<file path="src/rtl/bw_clk_gclk_div_pkg.sv">
// Shared types and ratio helpers for the gclk divider.
// Helpers take and return 32-bit values; callers cast to DIV_W.
package bw_clk_pkg;

   typedef enum logic {
      RUN     = 1'b0,
      STOPPED = 1'b1
   } state_t;

   localparam int unsigned MIN_RATIO = 2;

   // Ratios 0 and 1 cannot form a two-phase clock, so they map to MIN_RATIO.
   function automatic int unsigned clamp_ratio(input int unsigned r);
      return (r < MIN_RATIO) ? MIN_RATIO : r;
   endfunction

   // High-phase length: ceil(R/2). Odd ratios get the extra cycle high.
   function automatic int unsigned hi_cnt(input int unsigned r);
      return (r + 1) / 2;
   endfunction

endpackage

</file>
<file path="src/rtl/bw_clk_gclk_div_if.sv">
// Control/status bundle between the gclk divider and its controller.
interface bw_clk_gclk_div_if #(
   parameter int DIV_W = 4
);
   logic [DIV_W-1:0] div_ratio;
   logic             ratio_ld;
   logic             stop_req;
   logic             gclk_out;
   logic             sync_pulse;
   logic             stop_ack;
   logic             ratio_busy;

   modport master (
      output div_ratio, ratio_ld, stop_req,
      input  gclk_out, sync_pulse, stop_ack, ratio_busy
   );

   modport slave (
      input  div_ratio, ratio_ld, stop_req,
      output gclk_out, sync_pulse, stop_ack, ratio_busy
   );
endinterface

</file>
<file path="src/rtl/bw_clk_gclk_div_cnt.sv">
// Modulo-R phase counter with wrap flag and next-cycle gclk/sync decode.
module bw_clk_gclk_div_cnt
   import bw_clk_pkg::*;
#(
   parameter int DIV_W     = 4,
   parameter int RST_RATIO = 2
) (
   input  logic             clk,
   input  logic             rst,
   input  logic [DIV_W-1:0] ratio,
   input  logic             advance,
   output logic             wrap,
   output logic             gclk_nxt,
   output logic             sync_nxt
);

   logic [DIV_W-1:0] cnt_reg;
   logic [DIV_W-1:0] cnt_next;
   logic [DIV_W-1:0] last_cnt;
   logic [DIV_W-1:0] hi;

   assign last_cnt = ratio - DIV_W'(1);
   assign hi       = DIV_W'(hi_cnt(32'(ratio)));
   assign wrap     = (cnt_reg == last_cnt);
   assign cnt_next = wrap ? '0 : cnt_reg + DIV_W'(1);

   // Decode is on the upcoming count so the registered gclk lines up with it.
   assign gclk_nxt = (cnt_next < hi);
   assign sync_nxt = (cnt_next == '0);

   always_ff @(posedge clk or posedge rst) begin
      if (rst) begin
         cnt_reg <= DIV_W'(RST_RATIO - 1);
      end else if (advance) begin
         cnt_reg <= cnt_next;
      end
   end

endmodule

</file>
<file path="src/rtl/bw_clk_gclk_div.sv">
// Programmable gclk divider: ratio staging applied at period boundaries,
// plus a stop/ack handshake that parks the divided clock low.
module bw_clk_gclk_div
   import bw_clk_pkg::*;
#(
   parameter int DIV_W     = 4,
   parameter int RST_RATIO = 2
) (
   input  logic               clk,
   input  logic               rst,
   bw_clk_gclk_div_if.slave   bus
);

   state_t           state_reg, state_next;
   logic [DIV_W-1:0] act_ratio_reg;
   logic [DIV_W-1:0] pend_ratio_reg;
   logic [DIV_W-1:0] load_val;
   logic             busy_reg;
   logic             gclk_reg, gclk_next;
   logic             sync_reg, sync_next;
   logic             ack_reg, ack_next;
   logic             wrap, gclk_nxt, sync_nxt;
   logic             stopping, restart, boundary, advance;

   assign load_val = DIV_W'(clamp_ratio(32'(bus.div_ratio)));

   assign stopping = (state_reg == RUN) && wrap && bus.stop_req;
   assign restart  = (state_reg == STOPPED) && !bus.stop_req;
   assign boundary = ((state_reg == RUN) && wrap && !bus.stop_req) || restart;
   // Counter freezes at R-1 while parked; resuming from R-1 wraps it to 0.
   assign advance  = (state_reg == RUN) ? !(wrap && bus.stop_req) : !bus.stop_req;

   bw_clk_gclk_div_cnt #(
      .DIV_W     (DIV_W),
      .RST_RATIO (RST_RATIO)
   ) u_cnt (
      .clk      (clk),
      .rst      (rst),
      .ratio    (act_ratio_reg),
      .advance  (advance),
      .wrap     (wrap),
      .gclk_nxt (gclk_nxt),
      .sync_nxt (sync_nxt)
   );

   // A load coinciding with a boundary bypasses the pending stage entirely.
   always_ff @(posedge clk or posedge rst) begin
      if (rst) begin
         act_ratio_reg  <= DIV_W'(RST_RATIO);
         pend_ratio_reg <= DIV_W'(RST_RATIO);
         busy_reg       <= 1'b0;
      end else if (boundary) begin
         if (bus.ratio_ld) begin
            act_ratio_reg <= load_val;
         end else if (busy_reg) begin
            act_ratio_reg <= pend_ratio_reg;
         end
         busy_reg <= 1'b0;
      end else if (bus.ratio_ld) begin
         pend_ratio_reg <= load_val;
         busy_reg       <= 1'b1;
      end
   end

   always_ff @(posedge clk or posedge rst) begin
      if (rst) begin
         state_reg <= RUN;
         gclk_reg  <= 1'b0;
         sync_reg  <= 1'b0;
         ack_reg   <= 1'b0;
      end else begin
         state_reg <= state_next;
         gclk_reg  <= gclk_next;
         sync_reg  <= sync_next;
         ack_reg   <= ack_next;
      end
   end

   always_comb begin
      state_next = state_reg;
      case (state_reg)
         RUN:     if (stopping) state_next = STOPPED;
         STOPPED: if (restart)  state_next = RUN;
         default: state_next = RUN;
      endcase
   end

   always_comb begin
      gclk_next = gclk_reg;
      sync_next = 1'b0;
      ack_next  = ack_reg;
      case (state_reg)
         RUN: begin
            if (stopping) begin
               gclk_next = 1'b0;
               ack_next  = 1'b1;
            end else begin
               gclk_next = gclk_nxt;
               sync_next = sync_nxt;
               ack_next  = 1'b0;
            end
         end
         STOPPED: begin
            if (restart) begin
               gclk_next = 1'b1;
               sync_next = 1'b1;
               ack_next  = 1'b0;
            end
         end
         default: begin
            gclk_next = 1'b0;
            ack_next  = 1'b0;
         end
      endcase
   end

   assign bus.gclk_out   = gclk_reg;
   assign bus.sync_pulse = sync_reg;
   assign bus.stop_ack   = ack_reg;
   assign bus.ratio_busy = busy_reg;

endmodule

</file>
<file path="src/flat_wrapper.sv">
// flat-port wrapper written by rule: the top's interface ports become plain ports
module bw_clk_gclk_div_flat import bw_clk_pkg::*;
#(
   parameter int DIV_W     = 4,
   parameter int RST_RATIO = 2
)
  (clk, rst, bus_div_ratio, bus_ratio_ld, bus_stop_req, bus_gclk_out, bus_sync_pulse, bus_stop_ack, bus_ratio_busy);
  bw_clk_gclk_div_if #(.DIV_W(DIV_W)) bus_i ();
  input  logic clk;
  input  logic rst;
  input wire logic [$bits(bus_i.div_ratio)-1:0] bus_div_ratio;
  input wire logic [$bits(bus_i.ratio_ld)-1:0] bus_ratio_ld;
  input wire logic [$bits(bus_i.stop_req)-1:0] bus_stop_req;
  output wire logic [$bits(bus_i.gclk_out)-1:0] bus_gclk_out;
  output wire logic [$bits(bus_i.sync_pulse)-1:0] bus_sync_pulse;
  output wire logic [$bits(bus_i.stop_ack)-1:0] bus_stop_ack;
  output wire logic [$bits(bus_i.ratio_busy)-1:0] bus_ratio_busy;
  assign bus_i.div_ratio = bus_div_ratio;
  assign bus_i.ratio_ld = bus_ratio_ld;
  assign bus_i.stop_req = bus_stop_req;
  assign bus_gclk_out = bus_i.gclk_out;
  assign bus_sync_pulse = bus_i.sync_pulse;
  assign bus_stop_ack = bus_i.stop_ack;
  assign bus_ratio_busy = bus_i.ratio_busy;
  bw_clk_gclk_div #(.DIV_W(DIV_W), .RST_RATIO(RST_RATIO)) u_core (.clk(clk), .rst(rst), .bus(bus_i));
endmodule
</file>
<file path="config.mk">
export PLATFORM = sky130hd
export DESIGN_NAME = bw_clk_gclk_div_flat
export DESIGN_NICKNAME = d
export VERILOG_FILES = /design/src/rtl/bw_clk_gclk_div_pkg.sv /design/src/rtl/bw_clk_gclk_div_if.sv /design/src/rtl/bw_clk_gclk_div_cnt.sv /design/src/rtl/bw_clk_gclk_div.sv /design/src/flat_wrapper.sv
export SDC_FILE = /design/constraint.sdc
export NUM_CORES = 1
export LEC_CHECK = 0
export ABC_AREA = 1
export BUFFER_PORTS_ARGS = -buffer_cell sky130_fd_sc_hd__clkbuf_2
export CORE_ASPECT_RATIO = 0.5
export CORE_UTILIZATION = 35
export CTS_CLUSTER_DIAMETER = 30
export DETAILED_ROUTE_END_ITERATION = 12
export PLACE_DENSITY = 0.54
export SYNTH_ARGS = -nofsm -noshare
export SYNTH_HDL_FRONTEND = slang
export SYNTH_SLANG_ARGS = --single-unit
</file>
<file path="constraint.sdc">
create_clock -name clk -period 2.4 [get_ports clk]
set_clock_uncertainty 0.05 [all_clocks]
set_input_delay 0.24 -clock clk [delete_from_list [all_inputs] [get_ports clk]]
set_output_delay 0.24 -clock clk [all_outputs]
set_load 0.005 [all_outputs]
</file>
## Word level (Yosys, flattened, before mapping)

Index checks and enable logic that the tools add are counted.

| storage, ports and cells | value |
|---|---|
| flip-flop bits (word level) | 17 |
| bits of input ports | 8 |
| output and inout bits | 4 |
| logic and storage cells | 48 |

| cells by class | value |
|---|---|
| add/subtract/negate cells | 3 |
| $lt $le $gt $ge | 2 |
| equality and inequality tests | 2 |
| multiplexer cells | 18 |
| bitwise operators | 2 |
| reduce and logical (&&, ||, !) cells | 13 |

Operator list:

| operator | count |
|---|---|
| $mux W4 | 4 |
| $mux W1 | 10 |
| $pmux W1 S2 | 4 |
| $add A4 B1 Y5 const B | 1 |
| $logic_and A1 B1 Y1 | 5 |
| $add A4 B1 Y4 const B | 1 |
| $eq A4 B4 Y1 | 1 |
| $logic_not A4 Y1 | 1 |
| $lt A4 B2 Y1 const B | 1 |
| $lt A4 B4 Y1 | 1 |
| $reduce_and A2 Y1 | 2 |
| $reduce_bool A2 Y1 | 2 |
| $sub A4 B1 Y4 const B | 1 |
| $logic_not A1 Y1 | 2 |
| $ne A2 B2 Y1 const B | 1 |
| $not A1 Y1 | 2 |
| $logic_or A1 B1 Y1 | 1 |

## Depth between registers and ports, before layout

| logic depth | value |
|---|---|
| depth in word-level cells | 7 |
| gate-level depth with buffers | 18 |
| depth with buffers taken out | 18 |

## Hierarchy

Synthesis repeated with hierarchy kept, for this count alone.

| second synthesis, totals | value |
|---|---|
| cell total of the unflattened synthesis | 148 |
| area, all modules | 1,109.8 sq um |

By module, submodules not included:

| module | times used | cells each | area each (sq um) | sequential area each (sq um) |
|---|---|---|---|---|
| bw_clk_gclk_div | 1 | 75 | 623.1 | 327.8 |
| bw_clk_gclk_div_cnt | 1 | 73 | 486.7 | 101.3 |

## Worst setup path after synthesis

OpenSTA, ideal clock, no wires.

| timing path | value |
|---|---|
| kind | register -> register |
| from | reg u_core.act_ratio_reg[1] |
| to | reg u_core.gclk_reg, in the netlist u_core.bus.gclk_out |
| setup time | 0.117 ns |
| data arrival time | 1.974 ns |
| required time | 2.233 ns |
| setup slack | 0.260 ns |
| cell stages (with the launch flop) | 18 |
| path buffers | 0 |
| period minus slack after synthesis | 2.140 ns |
| path through | dfstp_2 -> inv_1 -> ha_1 -> inv_1 -> nand2_1 -> nand2_1 -> nor2_2 -> nand3_4 -> nand2_1 -> inv_1 -> ha_1 -> nand2_1 -> inv_1 -> nand2_1 -> nand2_1 -> nand2_1 -> nand2_1 -> nand2_1 |

| between the ends | value |
|---|---|
| longest elaborated chain between the ends | 6 |
| elaborated cells on any way between the ends | 9 |
| those cells by class | add/sub: 2; order compare: 1; eq/ne: 1; mux: 3; reduce/logical: 2 |

RTL lines:

| what | RTL line | RTL |
|---|---|---|
| from (decl) | bw_clk_gclk_div.sv:15 | `logic [DIV_W-1:0] act_ratio_reg;` |
| from (signal assigned) | bw_clk_gclk_div.sv:49 | `act_ratio_reg <= DIV_W'(RST_RATIO);` |
| from (signal assigned) | bw_clk_gclk_div.sv:54 | `act_ratio_reg <= load_val;` |
| from (signal assigned) | bw_clk_gclk_div.sv:56 | `act_ratio_reg <= pend_ratio_reg;` |
| $sub A4 B1 Y4 | bw_clk_gclk_div_cnt.sv:22 | `assign last_cnt = ratio - DIV_W'(1);` |
| $eq A4 B4 Y1 | bw_clk_gclk_div_cnt.sv:24 | `assign wrap = (cnt_reg == last_cnt);` |
| $mux W4 | bw_clk_gclk_div_cnt.sv:25 | `assign cnt_next = wrap ? '0 : cnt_reg + DIV_W'(1);` |
| net u_core.u_cnt.cnt_next[3] | bw_clk_gclk_div_cnt.sv:18 | `logic [DIV_W-1:0] cnt_next;` |
| $lt A4 B4 Y1 | bw_clk_gclk_div_cnt.sv:28 | `assign gclk_nxt = (cnt_next < hi);` |
| $mux W1 | bw_clk_gclk_div.sv:94 | `if (stopping) begin` |
| $pmux W1 S2 | bw_clk_gclk_div.sv:92 | `case (state_reg)` |
| to (signal assigned) | bw_clk_gclk_div.sv:73 | `gclk_reg <= gclk_next;` |
| to (decl) | bw_clk_gclk_div.sv:19 | `logic gclk_reg, gclk_next;` |

The timed path passes the listed nets, and every way through them passes these cells.
A chain may end at the register's enable or synchronous reset.

## Final worst setup path

Same ends and word-level chain as after synthesis.

==> results by stage <==
Timing:
- After layout, the minimum clock period comes to 2210 ps.
- In this run the tightest slew margin relative to its limit is 0.555.
- The final count of negative-setup-slack endpoints is 0.
- Dividing the final minimum period by the clock period gives 0.922.
- The number of max-slew violations in the final report is 0.
- Timing would allow up to 0.452 GHz.
- The aggregate negative setup slack is 0 ps.
- The measured slew at the worst slew-check pin is 667 ps.
- The hold violation count in the final report is 2.
- On the final layout, the worst hold slack is -1.08 ps.

Synthesis:
- After technology mapping, the gate count stands at 142.
- The largest area contributor in the netlist is dfrtp_1.
- In this run the cell area of the synthesized design comes to 1070 sq um.
- The share of cell area taken by muxes after synthesis is 0.
- Of the post-synthesis cell area, the dominant cell type holds 0.327.
- In the synthesized netlist, the cells that appear most often are 46 x nand2_1, 26 x inv_1, 14 x dfrtp_1.
- Of the total synthesized cell area, the portion taken by XOR and XNOR cells is 0.0409.
- The compound-cell area share of the yosys netlist was 0.124.
- The synthesized design contains 0 enable-type register cells.
- The simple-gate share of the synthesized area is 0.265.
- The number of warnings issued by yosys is 0.
- Synthesis inferred 17 register bits.
- The adder and majority cell fraction of the synthesized area is 0.0702.
- By area, the combinational part of the netlist is dominated by simple AND/OR/NAND/NOR gates.
- The most used flip-flop cell after synthesis is dfrtp_1.
- Yosys attributes the largest share of cell area to dfrtp_1 33%, nand2_1 16%, inv_1 9.1%, dfstp_2 7.4%, ha_1 7.0%.
- The most common cell in the synthesized netlist is nand2_1.
- The sequential element share of the synthesized area is 0.401.
- A synthesized cell averages 7.53 sq um.
- The count of different cell masters after synthesis is 21.
- The async set or reset register ratio after synthesis is 1.00.
- The number of nets produced by synthesis is 156.

Clocking:
- The deepest clock path buffer count is 2.
- TritonCTS built the clock tree.
- CTS built an H-tree with a depth of 1.
- CTS saw 17 sinks.
- The total CTS buffers is 3.
- Clock latency on the worst-skew pair, taken at its later pin, is 250 ps.
- In this run the clock root is driven by a clkbuf_8.
- The clock-pin slew of the registers on the worst-case setup and hold paths is 70 ps.

Critical path:
- The largest individual stage delay along the critical path comes from the cell dfstp_2.
- The highest cell delay on the worst timing path is 550 ps.
- The startpoint kind of the worst setup timing path is a register.
- The type of element capturing the critical path is a register.
- At the worst endpoint, the arrival time is 2310 ps.
- At the worst endpoint, the required time is 2500 ps.
- The largest fanout on the critical path is 5.
- Among the stages of the critical path, the cell type that occurs most often is nand2_1.
- Traced cell by cell, the critical path runs through inv_2 -> ha_4 -> inv_1 -> nand2_1 -> nand2_1 -> nor2_2 -> nand3_4 -> nand2_2 -> inv_1 -> ha_4 -> nand2_1 -> inv_1 -> nand2_1 -> nand2_1 -> nand2_1 -> nand2_1 -> nand2_1.
- The critical path class is register to register.

Global route:
- The met1 routing resource usage after global routing is 0.204.
- The met3 track demand over resource in global routing is 0.0467.
- The global-route wire length before repair is 3.67 mm.
- The global-route met2 utilization is 0.265.
- The total global-route track usage is 0.157.
- The initial antenna violation count is 0.
- Summed over all layers, the global routing overflow is 0.
- met2 is the most crowded layer.
- The via count of the first global-routing pass is 810.
- The largest net degree at the start of global routing is 18.

Pwr:
- The share of total power dissipated in combinational logic is 0.595.
- The net switching component of the power is 904 uW.
- VDD sags by at most 0.486 mV.
- The clock network power share is 0.116.
- Internal power comes to 1.01 mW.
- Dividing total power by cell area gives a power density of 1520 nW/um^2.
- The relative contribution of sequential cells to total power is 0.290.
- The leakage component of the power is 0.685 nW.
- Of the total power, the share spent switching nets is 0.472.

Final layout:
- For this run, the post-layout net count is 173.
- Compared with the post-synthesis result, the final layout area differs by 17.7%.
- The sequential cell area is 430 sq um.
- After filler insertion, the fill cell instance count of the layout stands at 280.
- With fillers left out, the area of the finished cells amounts to 1260 sq um.
- The number of diodes is 0.
- The share of layout cells above drive strength 1 is 0.222.
- The total area of multi-input combinational cells is 569 sq um.

Floorplanning:
- The placeable core area is 2750 sq um.
- The floorplan step set the die height to 41.1 um.
- The starting utilization of the core area is 0.389.
- The number of top-level pins is 12.
- After floorplanning, the core was divided into 13 placement rows.
- The die is 80.2 um wide.
- The area of the die is 3300 sq um.

Drt:
- The count of nets left with antenna violations after detail routing is 0.
- In this run, the number of DRC markers left after iteration 0 of detailed routing was 30.
- For this run, the detailed router's first-pass iteration total came to 4.
- Dividing the detail-routed wire length by the instance count gives 11.2 um.
- Across all layers, the routed design uses 909 vias.
- Dividing the detail-routed via count by the number of cells gives 4.66.
- The overall routed net length is 2.18 mm.
- The detailed-route DRC error count is 0.

Place:
- The HPWL after detailed placement is 1.66 mm.
- The post-place instance area is 1170 sq um.
- The routability congestion estimate is 0.777.
- Buffers placed on the I/O ports in this run total 11.

Job:
- The max-capacitance violation count is 0.

Outcome:
- The run finished, with violations left.
- The checks that failed: hold timing.

Min path:
- The path category of the worst min-delay check is primary input to asynchronous set/reset pin.
[routing by layer]
metal	routed length, um	up-vias
met5	0	-
met4	12	0
met3	110	2
met2	909	17
met1	1150	416
li1	-	474
[logic make-up after synthesis]
kind of cell    after synthesis
simple gates                 63
buf+inv                      28
compound gates               23
flops                        17
fa+ha+maj                     6
xor+xnor                      5
[through the flow]
step                      power, mW  setup WS [ps]  instances  hold slack [ps]  utilization
after CTS                      1.82           56.2        194             25.2        0.442
after detailed placement       1.59           82.6        190              305        0.426
after global placement         1.57            106        190              301        0.426
after floorplan                1.35            260        142              114            -
after global routing           2.13          -31.5        195             71.7        0.458
final                          1.91            187        195            -1.08        0.458
[power by group through the flow]
stage | combinational, mW | clock (mW) | sequential [mW]
after floorplan | 0.824 | 0 | 0.527
after global placement | 1.01 | 0 | 0.553
after detailed placement | 1.03 | 0 | 0.554
after CTS | 1.04 | 0.224 | 0.550
after global routing | 1.33 | 0.235 | 0.569
final | 1.14 | 0.221 | 0.554
[layout make-up]
cell class | instances | area share
Multi-Input combinational cell | 97 | 0.452
Sequential cell | 17 | 0.342
Inverter | 28 | 0.0835
Timing Repair Buffer | 12 | 0.0497
Tap cell | 37 | 0.0368
Clock buffer | 4 | 0.0358
[worst paths after layout]
check | slack [ps] | to | start | cells past startpoint
max in group asynchronous | 1830 | u_core.act_ratio_reg[0] | rst | 2
max reg2reg | 190 | u_core.bus.gclk_out | u_core.act_ratio_reg[1] | 17
min reg2reg | 450 | u_core.pend_ratio_reg[3] | u_core.pend_ratio_reg[3] | 2
max | 190 | u_core.bus.gclk_out | u_core.act_ratio_reg[1] | 17
min | -1 | u_core.pend_ratio_reg[0] | rst | 2
min in group clk | 200 | u_core.pend_ratio_reg[2] | bus_div_ratio[2] | 3
[repair_timing]
action                                  4_1_cts  5_1_grt
setup buffers                                 0        1
hold buffers                                  0        0
gates resized for setup                       0        7
endpoints found under the setup margin        0        1
[worst max-delay path: cells and delay by family, from the launching register on]
family / cells / cell delay, ps
buffers and inverters: 4 / 220
AND/OR/NAND/NOR: 11 / 730
adder cells (fa/ha/maj): 2 / 540
flip-flops: 1 / 550
[cells in the final DEF (no fill, tap or decap)]
cell / synthesis / final
nand2_1: 46 / 44
inv_1: 26 / 25
dfrtp_1: 14 / 13
o21ai_0: 12 / 12
clkbuf_2: 0 / 11
o21ai_1: 6 / 6
nand3_1: 5 / 5
nand2_2: 3 / 5
nor2_1: 4 / 4
ha_1: 6 / 4
inv_2: 2 / 3
xor2_1: 3 / 3
clkbuf_8: 0 / 3
dfstp_2: 3 / 3
xnor2_1: 2 / 2
nand2_4: 2 / 2
ha_4: 0 / 2
nor2_2: 1 / 1
nand3_4: 1 / 1
a22oi_1: 1 / 1
a21oi_4: 1 / 1
nand4_1: 1 / 1
a21oi_1: 2 / 1
o31a_1: 1 / 1
a21oi_2: 0 / 1
clkbuf_1: 0 / 1
buf_4: 0 / 1
dfrtp_2: 0 / 1
No activity file was read; power rests on OpenSTA's default activity.
